[config.mk]
export PLATFORM = sky130hd
export DESIGN_NAME = cos_share_sched
export DESIGN_NICKNAME = d
export VERILOG_FILES = /design/src/rtl/cos_share_sched_pkg.sv /design/src/rtl/cos_tag_pipe.sv /design/src/rtl/cos_share_sched.sv
export SDC_FILE = /design/constraint.sdc
export NUM_CORES = 1
export LEC_CHECK = 0
export CAP_MARGIN = 10
export CORE_MARGIN = 4
export CORE_UTILIZATION = 45
export CTS_CLUSTER_SIZE = 20
export DETAILED_ROUTE_END_ITERATION = 8
export PLACE_DENSITY = 0.87
export RECOVER_POWER = 100
export SKIP_LAST_GASP = 1
export SLEW_MARGIN = 20
export SYNTH_ARGS = -nofsm -noshare
export SYNTH_HDL_FRONTEND = slang
export SYNTH_SLANG_ARGS = --single-unit
[constraint.sdc]
create_clock -name clk -period 9 [get_ports clk]
set_input_delay 0.9 -clock clk [delete_from_list [all_inputs] [get_ports clk]]
set_output_delay 0.9 -clock clk [all_outputs]
set_load 0.05 [all_outputs]
[src/rtl/cos_share_sched_pkg.sv]
// Shared constants for the cosine-core sharing scheduler and its tag pipe.
// SINGLE is the float word width; COS_CORE_LAT is the latency of the attached
// cosine core (including its fix-up register). The core wrapper and this
// scheduler both take it from here, so the two always agree on the latency.
package cos_share_sched_pkg;

  localparam int SINGLE       = 32;
  localparam int COS_CORE_LAT = 17;
  localparam int COS_N_REQ    = 4;

endpackage

[src/rtl/cos_tag_pipe.sv]
// Tag delay line: carries {vld, idx} of each issue alongside the cosine core
// so that the owner index arrives on the same cycle as the core result.
module cos_tag_pipe
  import cos_share_sched_pkg::*;
#(
  parameter int DEPTH = COS_CORE_LAT,
  parameter int W     = 2
) (
  input  logic         clk,
  input  logic         rst,
  input  logic         in_vld,
  input  logic [W-1:0] in_idx,
  output logic         out_vld,
  output logic [W-1:0] out_idx
);

  logic [DEPTH-1:0] vld;
  logic [W-1:0]     idx [DEPTH];

  // Shift valid and index one stage per cycle; reset drops every tag in flight.
  always_ff @(posedge clk or posedge rst) begin
    if (rst) begin
      vld <= '0;
      for (int i = 0; i < DEPTH; i++) idx[i] <= '0;
    end else begin
      vld    <= (vld << 1) | DEPTH'(in_vld);
      idx[0] <= in_idx;
      for (int i = 1; i < DEPTH; i++) idx[i] <= idx[i-1];
    end
  end

  assign out_vld = vld[DEPTH-1];
  assign out_idx = idx[DEPTH-1];

endmodule

[src/rtl/cos_share_sched.sv]
// Time-multiplexes one pipelined cosine core among N_REQ requesters.
// Round-robin arbitration, one issue per cycle, each result routed back to
// its owner with a one-hot valid a fixed CORE_LAT+2 cycles after the grant.
//
// Handshake: requester i raises req[i] with theta[i] and holds both stable
// until grant[i] is seen (combinational, same cycle). A requester is only
// eligible while it has no result in flight (busy[i] low); busy[i] drops on
// the same edge that raises res_vld[i], so it can be re-granted in that cycle.
module cos_share_sched
  import cos_share_sched_pkg::*;
#(
  parameter int N_REQ    = COS_N_REQ,
  parameter int CORE_LAT = COS_CORE_LAT,
  parameter int IDXW     = $clog2(N_REQ)
) (
  input  logic                    clk,
  input  logic                    rst,
  input  logic [N_REQ-1:0]        req,
  input  logic [N_REQ*SINGLE-1:0] theta,
  output logic [N_REQ-1:0]        grant,
  output logic [SINGLE-1:0]       core_theta,
  output logic                    core_vld,
  input  logic [SINGLE-1:0]       core_cos,
  output logic [SINGLE-1:0]       res_cos,
  output logic [N_REQ-1:0]        res_vld,
  output logic [N_REQ-1:0]        busy,
  output logic                    idle
);

  localparam logic [IDXW:0]   N_REQ_W  = (IDXW+1)'(N_REQ);
  localparam logic [IDXW-1:0] LAST_IDX = IDXW'(N_REQ - 1);

  logic [IDXW-1:0]  ptr;
  logic [IDXW-1:0]  grant_idx;
  logic             grant_any;
  logic [N_REQ-1:0] elig;
  logic [IDXW-1:0]  issue_idx;
  logic             tag_vld;
  logic [IDXW-1:0]  tag_idx;
  logic [N_REQ-1:0] ret_oh;
  logic [IDXW:0]    cand;

  // Round-robin search: first eligible index at or after ptr, wrapping.
  always_comb begin
    elig      = req & ~busy;
    grant_any = 1'b0;
    grant_idx = '0;
    cand      = '0;
    for (int o = 0; o < N_REQ; o++) begin
      cand = {1'b0, ptr} + (IDXW+1)'(o);
      if (cand >= N_REQ_W) cand = cand - N_REQ_W;
      if (!grant_any && elig[cand[IDXW-1:0]]) begin
        grant_any = 1'b1;
        grant_idx = cand[IDXW-1:0];
      end
    end
    grant = grant_any ? (N_REQ'(1) << grant_idx) : '0;
  end

  // Pointer moves just past the winner; it holds when nobody is granted.
  always_ff @(posedge clk or posedge rst) begin
    if (rst) begin
      ptr <= '0;
    end else if (grant_any) begin
      ptr <= (grant_idx == LAST_IDX) ? '0 : grant_idx + IDXW'(1);
    end
  end

  // Issue register: the granted angle goes to the core; core_theta holds on bubbles.
  always_ff @(posedge clk or posedge rst) begin
    if (rst) begin
      core_theta <= '0;
      core_vld   <= 1'b0;
      issue_idx  <= '0;
    end else begin
      core_vld <= grant_any;
      if (grant_any) begin
        core_theta <= theta[grant_idx*SINGLE +: SINGLE];
        issue_idx  <= grant_idx;
      end
    end
  end

  cos_tag_pipe #(
    .DEPTH (CORE_LAT),
    .W     (IDXW)
  ) u_tag_pipe (
    .clk     (clk),
    .rst     (rst),
    .in_vld  (core_vld),
    .in_idx  (issue_idx),
    .out_vld (tag_vld),
    .out_idx (tag_idx)
  );

  assign ret_oh = tag_vld ? (N_REQ'(1) << tag_idx) : '0;

  // Return register: capture the core output only when a tag owns it.
  always_ff @(posedge clk or posedge rst) begin
    if (rst) begin
      res_cos <= '0;
      res_vld <= '0;
    end else begin
      res_vld <= ret_oh;
      if (tag_vld) res_cos <= core_cos;
    end
  end

  // One outstanding result per requester: set on grant, cleared on return.
  always_ff @(posedge clk or posedge rst) begin
    if (rst) begin
      busy <= '0;
    end else begin
      busy <= (busy & ~ret_oh) | grant;
    end
  end

  // Every tag inside the pipe still has its owner's busy bit set, so busy,
  // the pipe output and the issue register together cover all work in flight.
  always_ff @(posedge clk or posedge rst) begin
    if (rst) begin
      idle <= 1'b1;
    end else begin
      idle <= ~|busy & ~tag_vld & ~core_vld;
    end
  end

endmodule

==> impl_metrics.yaml, run 1 <==
cts:
  clock-sinks: 129
  holdBufCountCts: 0
  cts_resized: 0
  clock_latency_ns: 0.41
  cts_max_path_buffers: 2
  cts_buffers: 17
  post_cts_buffers: 0
  htree_levels: 4
  root_buffer: "clkbuf_16"
  cts_tree: "done"
  clk_pin_slew_ns: 0.06
global_route:
  grt_start_max_net_pins: 72
  grt_pass1_wl_mm: 24.1
  grt.overflow.total: 0
  grt_use_total_pct: 22.9
  antenna_found_initial: 0
  first_global_vias: 4893
cells_and_area:
  nets: 837
  antenna_cells: 0
  seqCellArea_mm2: 0.00323
  postLayoutCoreUtil_pct: 73.5
  areaGrowthSynthToFinish_pct: 58.4
  final_layout_size_suffix_gt1_share_pct: 11.1
  num-fill-cells: 773
  multi_input_area_mm2: 0.00193
critical_path:
  regToRegEndpoint: "busy[2]$_DFF_PP0_"
  end_kind: "primary output"
  max_stage_delay_ns: 2.44
  crit_path_start_kind: "primary input"
  r2r_slack_ns: 4.43
  critPathArrivalTime_ns: 6.12
  critical_path.slowest_cell: "nor4bb_1"
  rr_worst_depth: 7
  cp_cell_sequence: "dlygate4sd3_1 -> nor4bb_1 -> or2_2 -> nor3_1 -> inv_4 -> ha_1 -> and2_1 -> clkdlybuf4s50_1"
  r2r-start: "ptr[1]$_DFFE_PP0P_"
  cp-endpoint: "grant[2]"
  cp-startpoint: "req[2]"
  critPathKind: "in2out"
  required_ns: 8.10
  path_max_fanout: 36
sta:
  worst_slew_pin_slew_ns: 3.74
  min_period_ns: 7.02
  setup_viol: 0
  slew_headroom_pct: -149
  rsz0062_at_grt: "false"
  period_share_pct: 78.0
  finClkSkew_ns: 0.00783
  hold_slack_ns: 0.346
  fin_setup_tns_ns: 0
  layout_setup_ws_ns: 1.98
  drv_slew: 222
  fmax_ghz: 0.142
  hold_viol_final: 0
synthesis:
  synth_edf_count: 0
  yosys_warnings: 0
  synth_area_leader_cell: "dfrtp_1"
  synth.cells.most_frequent: "dfrtp_1 (128), a22oi_1 (32), mux2_2 (32)"
  avgSynthCellArea_um2: 12.5
  syn_inst: 428
  synth_fp_nets: 596
  synth-async-reset-ratio_pct: 100
  ys.flop_type: "dfrtp_1"
  syn_area_mm2: 0.00537
  yosysTopAreaCellShare_pct: 59.7
  yosys.cell_count.top_type: "dfrtp_1"
  synth-seq-cells: 129
  synth_cell_types: 46
  yosys-top-cells-area: "dfrtp_1 (60%), mux2_2 (6.7%), mux2i_1 (5.6%), a22oi_1 (4.5%), o221ai_1 (2.4%)"
  yosysSeqAreaShare_pct: 60.2
routing:
  wire_per_inst_um: 19.4
  drt_iter0_markers: 357
  post-route-drc-count: 0
  wl_met2_mm: 8.36
  postRouteAntennaNets: 0
  wl_met3_mm: 1.39
  dr_total_vias: 4502
  via_per_inst: 5.46
  first_pass_iters: 5
  maxUsedRoutingLayer: "met4"
  finalWirelength_mm: 16.0
  wl_met1_mm: 6.11
job:
  drv_cap: 5
outcome:
  status: "complete, but fails checks"
  violations: "capacitance limit, slew limit"
pwr:
  p_leak_nw: 3.77
  power_density_mw_per_mm2: 394
  ir_drop_mv: 0.165
die:
  io_pins: 244
  core.rowCount: 39
  die_w_um: 117
  start_util_pct: 46.4
  die-area_mm2: 0.0137
  die_y_um: 117
  coreArea_mm2: 0.0116
placed_design:
  gp_congestion: 0.890
  dp_hpwl_mm: 11.1
  dp_slack_ns: 3.77
  io_buffers: 243
hold_path:
  min_path_type: "reg2reg"
-- layer usage --
| metal | GRT usage, % | vias up |
|---|---|---|
| li1 | - | 2031 |
| met1 | 26.6 | 2227 |
| met2 | 41.0 | 231 |
| met3 | 7.04 | 13 |
| met4 | 5.96 | 0 |
| met5 | 0 | - |
-- cells by family (layout without fill, tap and decap cells) --
logic type | after synthesis | after routing | share of synthesized area (%)
buffers and inverters | 50 | 304 | 4.17
AND/OR/NAND/NOR | 86 | 86 | 8.79
flip-flops | 129 | 129 | 60.2
adder cells (fa/ha/maj) | 2 | 2 | 0.466
AO/OA/AOI/OAI | 99 | 99 | 14.1
multiplexers | 62 | 62 | 12.3
-- state kept, by name, indices dropped and copies added (netlist names), 4 cells and up --
register	flops
core_theta	32
res_cos	32
res_vld	4
u_tag_pipe.vld	17
busy	4
u_tag_pipe.idx	32
-- metrics by stage --
step | power [mW] | area, um^2 | instances
detailed placement | 2.71 | 7930 | 792
CTS | 3.45 | 8530 | 824
global route | 3.51 | 8500 | 825
global placement | 2.66 | 7930 | 792
floorplan | 2.11 | 5370 | 428
finish | 3.35 | 8500 | 825
-- worst min-delay path by stage --
stage	slack (ns)	to	startpoint	depth (start not counted)
after floorplan	0.33	u_tag_pipe.idx[10]$_DFF_PP0_	u_tag_pipe.idx[12]$_DFF_PP0_	0
after global placement	0.33	u_tag_pipe.out_idx[1]$_DFF_PP0_	u_tag_pipe.idx[3]$_DFF_PP0_	0
after detailed placement	0.33	u_tag_pipe.idx[15]$_DFF_PP0_	u_tag_pipe.idx[17]$_DFF_PP0_	0
after CTS	0.34	u_tag_pipe.vld[3]$_DFF_PP0_	u_tag_pipe.vld[2]$_DFF_PP0_	0
after global routing	0.35	u_tag_pipe.vld[11]$_DFF_PP0_	u_tag_pipe.vld[10]$_DFF_PP0_	0
final	0.35	u_tag_pipe.vld[3]$_DFF_PP0_	u_tag_pipe.vld[2]$_DFF_PP0_	0
-- report_power, final --
| group | switching, mW | total, mW | internal, mW |
|---|---|---|---|
| registers | 0.149 | 1.00 | 0.854 |
| logic | 1.08 | 1.64 | 0.558 |
| clock network | 0.285 | 0.707 | 0.423 |
-- layout by cell type, fill, tap and decap left out, types with 2 or more instances in the layout --
cell type / synthesis / routed
clkbuf_16: 0 / 17
nor3_1: 1 / 2
o21ai_0: 3 / 4
nor2b_1: 18 / 18
dfrtp_1: 128 / 128
clkbuf_1: 14 / 3
bufinv_16: 0 / 2
nand3_1: 17 / 17
mux2_2: 32 / 31
o21bai_1: 3 / 3
o21a_1: 2 / 2
dlygate4sd3_1: 0 / 83
nand2_1: 26 / 26
a22oi_1: 32 / 32
clkdlybuf4s50_1: 0 / 160
o221ai_1: 15 / 15
inv_8: 0 / 5
a21o_1: 17 / 17
nand2b_1: 4 / 4
and3_1: 2 / 2
o211ai_1: 17 / 17
a21oi_1: 2 / 2
ha_1: 2 / 2
inv_6: 0 / 6
mux2i_1: 30 / 30
nor2_1: 5 / 5
nor3b_1: 2 / 2
inv_1: 22 / 21
-- critical path, delay by kind of cell --
family	cells	cell delay [ns]
fa+ha+maj	1	0.23
buf+inv	3	1.87
simple gates	4	3.12
-- cell type report --
type / instances / area share [%]
multi-input combinational: 249 / 22.7
clock buffer: 17 / 5.00
inverter: 24 / 1.10
timing repair buffer: 248 / 29.0
clock inverter: 15 / 2.15
sequential: 129 / 38.0
tap: 143 / 2.10
(Power assumes the default switching activity.)
==> inputs of run 2 (changes only) <==
CORE_UTILIZATION = 38   (was 45)
PLACE_DENSITY = 0.78   (was 0.87)
clock period = 6.34 ns   (was 9 ns; I/O delays follow)
==> run 2 against run 1 <==
Against the previous run: count of clock-buffer cells in the layout is 2 higher; combinational power up 41%; hold slack better by 0.00094 ns; clock skew decreased by 0.0017 ns; die area increased by 17%; final area is 0.43% higher; critical path type unchanged; first-iteration DRC count shrank 55%; global-route usage down 4.0 points; highest routed layer unchanged; worst setup slack lost 0.47 ns; total power is 40% higher; via count shrank 2.8%; the run still ends with capacitance limit, slew limit left.
==> impl_metrics.yaml, run 2 (synthesis gave the netlist of run 1 again) <==
outcome:
  status: "complete, but fails checks"
  violations: "capacitance limit, slew limit"
pwr:
  power_density_mw_per_mm2: 549
  ir_drop_mv: 0.324
  p_leak_nw: 3.76
placed_design:
  gp_congestion: 0.925
  dp_slack_ns: 1.70
  io_buffers: 243
  dp_hpwl_mm: 11.2
routing:
  finalWirelength_mm: 15.1
  drt_iter0_markers: 161
  dr_total_vias: 4374
  postRouteAntennaNets: 0
  first_pass_iters: 4
  via_per_inst: 5.08
  wire_per_inst_um: 17.6
  post-route-drc-count: 0
global_route:
  antenna_found_initial: 0
  grt_pass1_wl_mm: 24.1
  grt_start_max_net_pins: 73
  grt.overflow.total: 0
  first_global_vias: 4834
  grt_use_total_pct: 18.9
job:
  drv_cap: 3
cts:
  cts_max_path_buffers: 2
  holdBufCountCts: 0
  clock-sinks: 129
  cts_buffers: 17
  clk_pin_slew_ns: 0.05
  cts_resized: 0
  root_buffer: "clkbuf_16"
  clock_latency_ns: 0.40
  htree_levels: 4
  cts_tree: "done"
  post_cts_buffers: 0
sta:
  hold_viol_final: 0
  slew_headroom_pct: -62.5
  rsz0062_at_grt: "false"
  period_share_pct: 76.3
  worst_slew_pin_slew_ns: 2.42
  fin_setup_tns_ns: 0
  finClkSkew_ns: 0.00611
  setup_viol: 0
  min_period_ns: 4.84
  layout_setup_ws_ns: 1.50
  fmax_ghz: 0.207
  drv_slew: 165
die:
  die_w_um: 127
  io_pins: 244
  start_util_pct: 38.7
  coreArea_mm2: 0.0139
  die-area_mm2: 0.0161
  core.rowCount: 43
  die_y_um: 127
cells_and_area:
  num-fill-cells: 1080
  antenna_cells: 0
  layout_commonest_cell: "clkdlybuf4s50_1"
  final_layout_size_suffix_gt1_share_pct: 10.9
  final_cell_mix: "clkdlybuf4s50_1 (162), dfrtp_1 (128), dlygate4sd3_1 (81), mux2_2 (32), a22oi_1 (32)"
  largestRegisters: "core_theta (32), res_cos (32), u_tag_pipe.idx (32)"
  areaGrowthSynthToFinish_pct: 59.1
  nets: 836
critical_path:
  cp_cell_sequence: "dlygate4sd3_1 -> nor4bb_4 -> or2_0 -> nor3_1 -> inv_4 -> ha_1 -> and2_0 -> dlygate4sd3_1"
  path_max_fanout: 36
  end_kind: "primary output"
  cp-startpoint: "req[2]"
  max_stage_delay_ns: 0.91
  critical_path.top_delay_family: "buffers and inverters"
  critical_path.slowest_cell: "dlygate4sd3_1"
  critPathKind: "in2out"
  r2r-start: "busy[1]$_DFF_PP0_"
  crit_buf_inv: 3
  required_ns: 5.71
  critPathArrivalTime_ns: 4.20
  crit_top_cell: "dlygate4sd3_1"
  crit_path_start_kind: "primary input"
hold_path:
  hp-start: "u_tag_pipe.idx[17]$_DFF_PP0_"
  min_path_type: "reg2reg"
run 2: cell count changes in the layout (fill, tap and decap cells not counted), sizes merged:
cell	change
dlygate4sd3	-2
clkinv	+3
inv	-8
clkinvlp	+2
clkbuf	+1
bufinv	+1
clkdlybuf4s50	+2
run 2: report_power, final:
part / internal [mW] / switching [mW]
clock: 0.619 / 0.352
combinational: 0.791 / 1.52
sequential: 1.21 / 0.197
total: 2.62 / 2.07
run 2: worst paths after layout:
path,to,slack (ns),cells past startpoint
min,u_tag_pipe.idx[15]$_DFF_PP0_,0.35,0
max,grant[2],1.50,8
max in group asynchronous,core_theta[7]$_DFFE_PP0P_,2.48,3
max reg2reg,core_theta[20]$_DFFE_PP0P_,2.78,7
min reg2reg,u_tag_pipe.idx[15]$_DFF_PP0_,0.35,0
min in group asynchronous,res_cos[13]$_DFFE_PP0P_,1.35,2
run 2: per-stage QoR:
| stage | power (mW) | util, % | instance area [um^2] | std cells | hold slack (ns) |
|---|---|---|---|---|---|
| 2_1_floorplan | 2.99 | - | 5370 | 428 | 0.331 |
| 3_3_place_gp | 3.78 | 57.4 | 7970 | 829 | 0.333 |
| 3_5_place_dp | 3.86 | 57.4 | 7970 | 829 | 0.335 |
| 4_1_cts | 4.85 | 61.7 | 8560 | 861 | 0.348 |
| 5_1_grt | 4.93 | 61.5 | 8540 | 861 | 0.352 |
| 6_report | 4.69 | 61.5 | 8540 | 861 | 0.346 |
run 2: layout make-up:
cell class              instances  area, um^2  share of cell area, %
inverters                      24        93.8                   1.10
flip-flops and latches        129        3230                   37.8
multi-input cells             249        1940                   22.7
well taps                     180         225                   2.64
clock inverters                13         160                   1.88
repair buffers                247        2460                   28.8
clock buffers                  19         433                   5.07
run 2: routing by layer:
layer	share of wire (%)	global-route usage [%]	routed length [um]	up-vias
met5	0	0	0	-
li1	-	-	-	2020
met2	49	32.2	7410	224
met3	8.2	5.60	1240	36
met4	2.5	7.89	383	0
met1	40	22.4	6120	2094
==> inputs of run 3 (changes only) <==
clock period = 3.93 ns   (was 6.34 ns; I/O delays follow)
==> run 3 against run 2 <==
Against the previous run: the flow still finishes with violations (capacitance limit, slew limit); die area unchanged; count of clock-buffer cells in the layout increased by 4; largest power group unchanged; highest routed layer unchanged; critical path type is now reg2out; clock power is 75% higher; non-clock buffer count increased by 7; total power rose by 65%.
==> impl_metrics.yaml, run 3 (synthesis gave the netlist of run 1 again) <==
routing:
  via_per_inst: 5.16
  drt_iter0_markers: 260
  post-route-drc-count: 0
  postRouteAntennaNets: 0
  wire_per_inst_um: 17.8
  finalWirelength_mm: 15.4
  first_pass_iters: 5
  dr_total_vias: 4475
sta:
  drv_slew: 128
  layout_setup_ws_ns: 0.567
  min_period_ns: 3.36
  finClkSkew_ns: 0.0112
  setup_viol: 0
  fin_setup_tns_ns: 0
  period_share_pct: 85.6
  fmax_ghz: 0.297
  worst_slew_pin_slew_ns: 2.60
  rsz0062_at_grt: "false"
  hold_viol_final: 0
  slew_headroom_pct: -74.4
placed_design:
  placedCellCount: 836
  io_buffers: 243
  dp_slack_ns: 0.744
  dp_hpwl_mm: 11.3
  gp_congestion: 0.906
  place_area_mm2: 0.00804
cts:
  cts_max_path_buffers: 2
  htree_levels: 4
  cts_resized: 0
  root_buffer: "clkbuf_16"
  holdBufCountCts: 0
  clock-sinks: 129
  clk_pin_slew_ns: 0.05
  cts_buffers: 17
  cts_tree: "done"
  post_cts_buffers: 0
  clock_latency_ns: 0.40
die:
  io_pins: 244
  core.rowCount: 43
  die_y_um: 127
  die_w_um: 127
  die-area_mm2: 0.0161
  start_util_pct: 38.7
  coreArea_mm2: 0.0139
cells_and_area:
  nets: 843
  areaGrowthSynthToFinish_pct: 61.0
  final_cell_mix: "clkdlybuf4s50_1 (163), dfrtp_1 (128), dlygate4sd3_1 (76), mux2_2 (32), a22oi_1 (32)"
  final_layout_size_suffix_gt1_share_pct: 11.6
  layout.cells.non_filler: 868
  largestRegisters: "core_theta (32), res_cos (32), u_tag_pipe.idx (32)"
  postLayoutCoreUtil_pct: 62.3
  antenna_cells: 0
  seqCellArea_mm2: 0.00323
  num-fill-cells: 1062
  multi_input_area_mm2: 0.00194
  fin_area_mm2: 0.00864
  layout_commonest_cell: "clkdlybuf4s50_1"
critical_path:
  end_kind: "primary output"
  critPathKind: "reg2out"
  crit_buf_inv: 2
  crit_top_cell: "clkbuf_1"
  max_stage_delay_ns: 0.59
  critical_path.slowest_cell: "dfrtp_1"
  critical_path.top_delay_family: "buffers and inverters"
  crit_path_start_kind: "flop"
  r2r_slack_ns: 0.80
  required_ns: 3.54
  path_max_fanout: 17
  critPathArrivalTime_ns: 2.97
  cp_cell_sequence: "nor3b_1 -> or3_1 -> a22o_1 -> clkbuf_1 -> nor2_4 -> clkbuf_1"
hold_path:
  min_path_type: "reg2reg"
outcome:
  status: "complete, but fails checks"
  violations: "capacitance limit, slew limit"
global_route:
  grt_pass1_wl_mm: 24.5
  first_global_vias: 4893
  antenna_found_initial: 0
  grt_use_total_pct: 19.2
  grt_start_max_net_pins: 61
  grt.overflow.total: 0
job:
  drv_cap: 3
pwr:
  p_leak_nw: 3.79
  ir_drop_mv: 0.414
  power_density_mw_per_mm2: 898
run 3: cell count changes in the layout (fill, tap and decap cells not counted), sizes merged, moves of 2 or more:
cell / before / now
clkbuf: 21 / 31
buf: 2 / 7
dlygate4sd3: 81 / 76
clkinv: 5 / 2
inv: 26 / 23
bufinv: 3 / 5
run 3: worst register-to-register path, stage by stage (launching register included):
cell and delay (ns):
dfrtp_1 0.42, nor2b_1 0.51, a211oi_1 0.19, o22ai_4 0.16, clkbuf_1 1.22, nand3_1 0.21, a21o_1 0.24, o211ai_1 0.08
run 3: path summary, 6_finish.rpt:
path                                                  start                      endpoint  depth (start not counted)
worst max-delay path                     ptr[1]$_DFFE_PP0P_                      grant[0]                          6
worst max register to register            busy[1]$_DFF_PP0_     core_theta[3]$_DFFE_PP0P_                          7
min in group asynchronous                               rst    core_theta[25]$_DFFE_PP0P_                          2
max in group asynchronous                               rst  u_tag_pipe.idx[25]$_DFF_PP0_                          3
worst min register to register  u_tag_pipe.idx[6]$_DFF_PP0_   u_tag_pipe.idx[4]$_DFF_PP0_                          0
worst min-delay path            u_tag_pipe.idx[6]$_DFF_PP0_   u_tag_pipe.idx[4]$_DFF_PP0_                          0
run 3: per-layer routing:
metal	global-route usage [%]	wire [um]	vias to the layer above
met1	22.7	6080	2152
li1	-	-	2044
met3	6.19	1420	26
met4	6.25	264	0
met5	0	0	-
met2	33.3	7650	253
run 3: final cells by class:
type	count	area share, %
sequential	129	37.4
multi-input combinational	249	22.5
clock inverter	9	2.07
clock buffer	23	5.41
timing repair buffer	254	29.0
inverter	24	1.09
tap	180	2.61
run 3: through the flow:
stage | hold WS [ns] | total power, mW
2_1_floorplan | 0.331 | 4.83
3_3_place_gp | 0.332 | 6.17
3_5_place_dp | 0.335 | 6.29
4_1_cts | 0.345 | 8.02
5_1_grt | 0.348 | 8.17
6_report | 0.342 | 7.76
run 3: report_power, final:
group / internal [mW] / switching, mW
sequential: 1.96 / 0.318
clock: 1.16 / 0.536
combinational: 1.30 / 2.48
total: 4.42 / 3.34
